### config.mk
export PLATFORM = sky130hd
export DESIGN_NAME = alu_seq_ctrl
export DESIGN_NICKNAME = d
export VERILOG_FILES = /design/src/rtl/alu_seq_ctrl.sv
export SDC_FILE = /design/constraint.sdc
export NUM_CORES = 1
export LEC_CHECK = 0
export CAP_MARGIN = 10
export CELL_PAD_IN_SITES_DETAIL_PLACEMENT = 0
export CELL_PAD_IN_SITES_GLOBAL_PLACEMENT = 1
export CORE_ASPECT_RATIO = 2
export CORE_MARGIN = 10
export CORE_UTILIZATION = 32
export CTS_CLUSTER_DIAMETER = 50
export CTS_CLUSTER_SIZE = 25
export DETAILED_ROUTE_END_ITERATION = 10
export HOLD_SLACK_MARGIN = 0.02
export MAX_ROUTING_LAYER = met4
export PLACE_DENSITY_LB_ADDON = 0.25
export SYNTH_ARGS = -nofsm -noshare
export SYNTH_HDL_FRONTEND = slang
export SYNTH_SLANG_ARGS = --single-unit
### constraint.sdc
create_clock -name clk -period 1.7 [get_ports clk]
set_input_delay 0.255 -clock clk [delete_from_list [all_inputs] [get_ports clk]]
set_output_delay 0.255 -clock clk [all_outputs]
set_load 0.03 [all_outputs]
### src/rtl/alu_seq_ctrl.sv
// Multi-cycle sequencer for a conditional ADD/ADI/NAND instruction subset.
// It drives an external register file and combinational ALU, and owns the carry and zero flags.
module alu_seq_ctrl #(
  parameter int unsigned WIDTH = 16,
  parameter int unsigned IMM_W = 6
) (
  input  logic             clk,
  input  logic             rst_n,
  input  logic             start,
  input  logic [15:0]      instr,
  output logic             busy,
  output logic             done,
  output logic             err,
  output logic [2:0]       rf_raddr_a,
  output logic [2:0]       rf_raddr_b,
  input  logic [WIDTH-1:0] rf_rdata_a,
  input  logic [WIDTH-1:0] rf_rdata_b,
  output logic             rf_we,
  output logic [2:0]       rf_waddr,
  output logic [WIDTH-1:0] rf_wdata,
  output logic [WIDTH-1:0] alu_in1,
  output logic [WIDTH-1:0] alu_in2,
  output logic             alu_op,
  input  logic [WIDTH-1:0] alu_result,
  input  logic             alu_cout,
  output logic             carry_flag,
  output logic             zero_flag
);

  localparam logic [1:0] S_IDLE = 2'd0;
  localparam logic [1:0] S_READ = 2'd1;
  localparam logic [1:0] S_EXEC = 2'd2;
  localparam logic [1:0] S_WB   = 2'd3;

  localparam logic [3:0] OP_ADD = 4'h0;
  localparam logic [3:0] OP_ADI = 4'h1;
  localparam logic [3:0] OP_NDU = 4'h2;

  logic [1:0]       r_state;
  logic [1:0]       w_next;
  logic [15:0]      r_instr;
  logic             r_exec;
  logic             r_cout;

  logic [3:0]       w_opcode;
  logic [1:0]       w_cz;
  logic             w_is_add;
  logic             w_is_adi;
  logic             w_is_nd;
  logic             w_legal;
  logic             w_cond;
  logic [WIDTH-1:0] w_imm_ext;
  logic             w_unused;

  // Decode of the latched instruction; ADI has no cz field and always executes
  assign w_opcode  = r_instr[15:12];
  assign w_cz      = r_instr[1:0];
  assign w_is_add  = (w_opcode == OP_ADD) && (w_cz != 2'b11);
  assign w_is_adi  = (w_opcode == OP_ADI);
  assign w_is_nd   = (w_opcode == OP_NDU) && (w_cz != 2'b11);
  assign w_legal   = w_is_add || w_is_adi || w_is_nd;
  assign w_cond    = w_is_adi || (w_cz == 2'b00) ||
                     ((w_cz == 2'b10) && carry_flag) ||
                     ((w_cz == 2'b01) && zero_flag);
  assign w_imm_ext = {{(WIDTH-IMM_W){r_instr[IMM_W-1]}}, r_instr[IMM_W-1:0]};
  assign w_unused  = ^{r_instr[11:9], r_instr[2]};

  always_ff @(posedge clk or negedge rst_n) begin
    if (!rst_n) r_state <= S_IDLE;
    else        r_state <= w_next;
  end

  always_comb begin
    w_next = r_state;
    case (r_state)
      S_IDLE:  if (start) w_next = S_READ;
      S_READ:  w_next = w_legal ? S_EXEC : S_IDLE;
      S_EXEC:  w_next = S_WB;
      S_WB:    w_next = S_IDLE;
      default: w_next = S_IDLE;
    endcase
  end

  // Registered datapath/handshake outputs; per-state drives fall back to 0 each cycle
  always_ff @(posedge clk or negedge rst_n) begin
    if (!rst_n) begin
      r_instr    <= '0;
      r_exec     <= 1'b0;
      r_cout     <= 1'b0;
      busy       <= 1'b0;
      done       <= 1'b0;
      err        <= 1'b0;
      rf_raddr_a <= '0;
      rf_raddr_b <= '0;
      rf_we      <= 1'b0;
      rf_waddr   <= '0;
      rf_wdata   <= '0;
      alu_in1    <= '0;
      alu_in2    <= '0;
      alu_op     <= 1'b0;
      carry_flag <= 1'b0;
      zero_flag  <= 1'b0;
    end else begin
      busy       <= (w_next != S_IDLE);
      done       <= 1'b0;
      err        <= 1'b0;
      rf_raddr_a <= '0;
      rf_raddr_b <= '0;
      rf_we      <= 1'b0;
      rf_waddr   <= '0;
      rf_wdata   <= '0;
      alu_in1    <= '0;
      alu_in2    <= '0;
      alu_op     <= 1'b0;
      case (r_state)
        S_IDLE: begin
          if (start) begin
            r_instr    <= instr;
            rf_raddr_a <= instr[11:9];
            rf_raddr_b <= instr[8:6];
          end
        end
        S_READ: begin
          if (w_legal) begin
            alu_in1 <= rf_rdata_a;
            alu_in2 <= w_is_adi ? w_imm_ext : rf_rdata_b;
            alu_op  <= w_is_nd;
          end else begin
            done <= 1'b1;
            err  <= 1'b1;
          end
        end
        S_EXEC: begin
          r_exec <= w_cond;
          r_cout <= alu_cout;
          if (w_cond) begin
            rf_we    <= 1'b1;
            rf_waddr <= w_is_adi ? r_instr[8:6] : r_instr[5:3];
            rf_wdata <= alu_result;
          end
        end
        S_WB: begin
          done <= 1'b1;
          if (r_exec) begin
            zero_flag <= (rf_wdata == '0);
            if (!w_is_nd) carry_flag <= r_cout;
          end
        end
        default: ;
      endcase
    end
  end

endmodule

==> metrics.md <==
| Metric | Value |
|---|---|
| Status | `finished, final reports clean` |
| CTS root buffer | `clkbuf_16` |
| Syn Nets | `318` |
| Global-route wire length before repair | `14210 um` |
| Synthesized area | `3129 um2` |
| DP Wirelength | `6829 um` |
| Die area | `14370 um2` |
| # clock sinks | `just over 80` |
| Later-pin clock latency in the skew report | `about 0.33 ns` |
| Diodes inserted | `0` |
| Vias in the first global route | `2560` |
| Worst Hold Path EP | `rf_wdata[14]` |
| VDD IR max | `0.6785 mV` |
| Largest area contributor in the netlist | `dfrtp_1` |
| CP Capture Type | `primary output` |
| Worst reg-to-reg path cell count | `3` |
| Crit path DAT | `approximately 1.4 ns` |
| Area Overhead vs Synth | `59.86%` |
| Fin. max-slew vios | `0` |
| Die H | `between 150 and 200 um` |
| Max_slew headroom | `71.38%` |
| Horiz. Die Dim | `89.93 um` |
| Internal power | `4818 uW` |
| Worst-margin pin slew | `0.4294 ns` |
| Critical path's slowest cell | `clkdlybuf4s50_1` |
| CP max stage delay | `0.69 ns` |
| Max-cap viol count | `0` |
| Reg-to-reg slack, setup | `approximately 0.070 ns` |
| Period utilization | `96.37%` |
| Sequential Power Share | `35.1%` |
| Routed Antenna Nets | `0` |
| Syn avg cell area | `12.52 um2` |
| CTS H-tree lvls | `3` |
| Starting Density | `between 30% and 40%` |
| Min-Delay Path Depth | `3` |
| NumNets Final | `463` |
| Synth warn | `0` |
| Detailed Routing Iterations Pass 1 | `4` |
| Origin of the worst min-delay path | `alu_result[14]` |
| Area share of the largest cell type after synthesis | `about two thirds` |
| Leak | `0.002264 uW` |
| Largest net degree at the start of global routing | `82` |
| Synth cell types | `31` |
| Largest fanout on the critical path | `2` |
| CTS buffer count | `9` |
| Reg-to-reg startpoint | `r_instr[13]` |
| Reg-to-reg critical path endpoint | `rf_wdata[5]` |
| RSZ-0062 raised after global routing | `yes` |
| Worst Path Buf+Inv | `1` |
| Grt ovf | `0` |
| Core Region | `9635 um2` |
| Finish-stage setup viols | `0` |
| Clock power share | `27.7%` |
| Core Util, Final | `51.92%` |
| Worst path required time | `1.44 ns` |
| Post-Route WL | `between 8000 and 9000 um` |
| Final worst path period need | `~1.6 ns` |
| Delay-heaviest family, CP | `buffers and inverters` |
| Clock-pin slew on the worst setup and hold paths | `0.06 ns` |
| # IOs | `132` |
| Sw frac | `35.07%` |
| Rows | `~50` |
| FILL cells | `862` |
| Largest cells by area after synthesis | `dfrtp_1, a211oi_2, and2_1, nand2_1, mux2_1` |
| Wirelength per Cell | `16.69 um` |
| CP Cell Sequence | `clkdlybuf4s50_1` |
| Comb power frac | `between 30 and 40%` |
| RePlAce Congestion | `0.7659` |
| Max Clock Skew | `slightly below 0.009 ns` |
| Drt first-iter violations | `118` |
| Hold crit path type | `input port to register` |
| Global-route usage over all layers | `12.87%` |
| Clock buffer depth | `2` |
| Post-CTS setup buffers | `0` |
| DRC Markers | `0` |
| CP startpoint kind | `register` |
| Avg Vias per Cell | `4.415` |
| Initial antenna violation count | `0` |
| Critical path type | `register to primary output` |
| Hold Vio Cnt, Final | `0` |
| Mapped Cells | `250` |
| Hold_ws | `~0.45 ns` |
| FMAX | `roughly 0.61 GHz` |
| Share of post-route cells with drive strength above 1 | `13.25%` |
| Synth Register Bits | `81` |
| Post-synthesis sequential area ratio | `around 65%` |
| PD cells | `1484 nW/um2` |
| Via count of the routed design | `around 2300` |
| TritonCTS clock tree | `built` |
| Net Sw Power | `approximately 2600 uW` |
| Port Buf Inserts | `131` |
==> per-stage QoR <==
step           power, uW  TNS [ns]  cells  cell area, um2  setup WS [ns]
2_1_floorplan       4245         0    250            3129        0.06928
3_3_place_gp        5429         0    515            4672         0.1091
3_5_place_dp        5470         0    515            4672        0.07130
4_1_cts             7553         0    532            5000        0.03301
5_1_grt             7862  -0.01076    532            5002       -0.01076
6_report            7421         0    532            5002        0.06175
==> worst max path at each step <==
stage,start,endpoint,slack [ns],depth (start not counted)
after detailed placement,start,r_instr[4],0.07,4
after floorplan,zero_flag,rf_wdata[11],0.07,4
after global routing,r_instr[13],rf_waddr[1],-0.01,4
final,rf_wdata[15],rf_wdata[15],0.06,1
after CTS,rf_wdata[13],rf_wdata[13],0.03,1
after global placement,r_instr[13],rf_wdata[0],0.11,3
==> cells in the final DEF (no fill, tap or decap), types with 3 or more instances in the layout <==
cell type / count
mux2_1: 11
inv_1: 18
and2_1: 22
nor4_1: 4
dfrtp_1: 81
nor2b_1: 4
nand2_1: 33
nand3_1: 4
a211oi_2: 16
buf_4: 12
o2111ai_1: 3
a21oi_1: 21
clkdlybuf4s50_1: 128
nor2_1: 3
a21o_1: 3
clkbuf_16: 9
buf_12: 3
==> layout make-up <==
class | instances | area (um2) | share of cell area (%)
multi-input cells | 138 | 957.2 | 19.13
well taps | 132 | 165.2 | 3.302
clock inverters | 6 | 90.09 | 1.801
inverters | 19 | 71.32 | 1.426
flip-flops and latches | 81 | 2027 | 40.52
clock buffers | 10 | 229.0 | 4.577
repair buffers | 146 | 1463 | 29.24
==> worst register-to-register path, delay by kind of cell (launching register included) <==
kind                   cells  cell delay (ns)
DFF                        1             0.37
AOI/OAI and AO/OA          1             0.22
buffers and inverters      1             0.26
and+or+nand+nor            1             0.70
==> power groups by stage <==
stage / Sequential [uW] / Clock [uW] / Combinational [uW]
after global placement: 2640 / 0 / 2790
after global routing: 2650 / 2210 / 3000
after CTS: 2610 / 2120 / 2830
after detailed placement: 2640 / 0 / 2830
after floorplan: 3100 / 0 / 1150
final: 2600 / 2050 / 2760
==> sequential cells by signal, summed over array words and instances, names as in the netlist <==
register    count
r_cout          1
r_instr        13
alu_in1        16
r_exec          1
carry_flag      1
done            1
rf_waddr        3
alu_in2        16
alu_op          1
rf_we           1
r_state         2
zero_flag       1
rf_wdata       16
rf_raddr_b      3
rf_raddr_a      3
busy            1
err             1
==> logic make-up after synthesis <==
family / synth area share [%]
AO/OA/AOI/OAI: 13.79
AND/OR/NAND/NOR: 12.83
flip-flops: 64.77
buffers and inverters: 4.638
multiplexers: 3.958
==> per-layer routing <==
metal	global-route usage [%]	share of wire, %	up-vias
li1	-	-	1135
met1	12.64	35	1130
met2	23.57	59	77
met3	3.192	4.4	7
met4	5.022	1.5	0
met5	-	0	-
==> synthesized netlist by cell type, drive strengths merged <==
cell and count:
buf 10, a31oi 3, nand3 4, nor4 4
mux2 11, a21o 3, nor2 3, nand4 1
o2111ai 4, nor3b 1, nor4b 1, inv 19
dfrtp 81, or4b 1, nand2 33, and2 22
a21oi 21, nor2b 4, o21a 1, o21ai 3
nand2b 1, clkbuf 2, o2111a 1, a211oi 16
==> timing repair <==
item                                   in CTS  in global routing
resized for setup                           1                  1
pin swaps                                   0                  0
setup endpoints to repair                   1                  2
hold buffers                                1                  0
endpoints found under the hold margin      81                  0
Power figures use the tool's default switching activity.
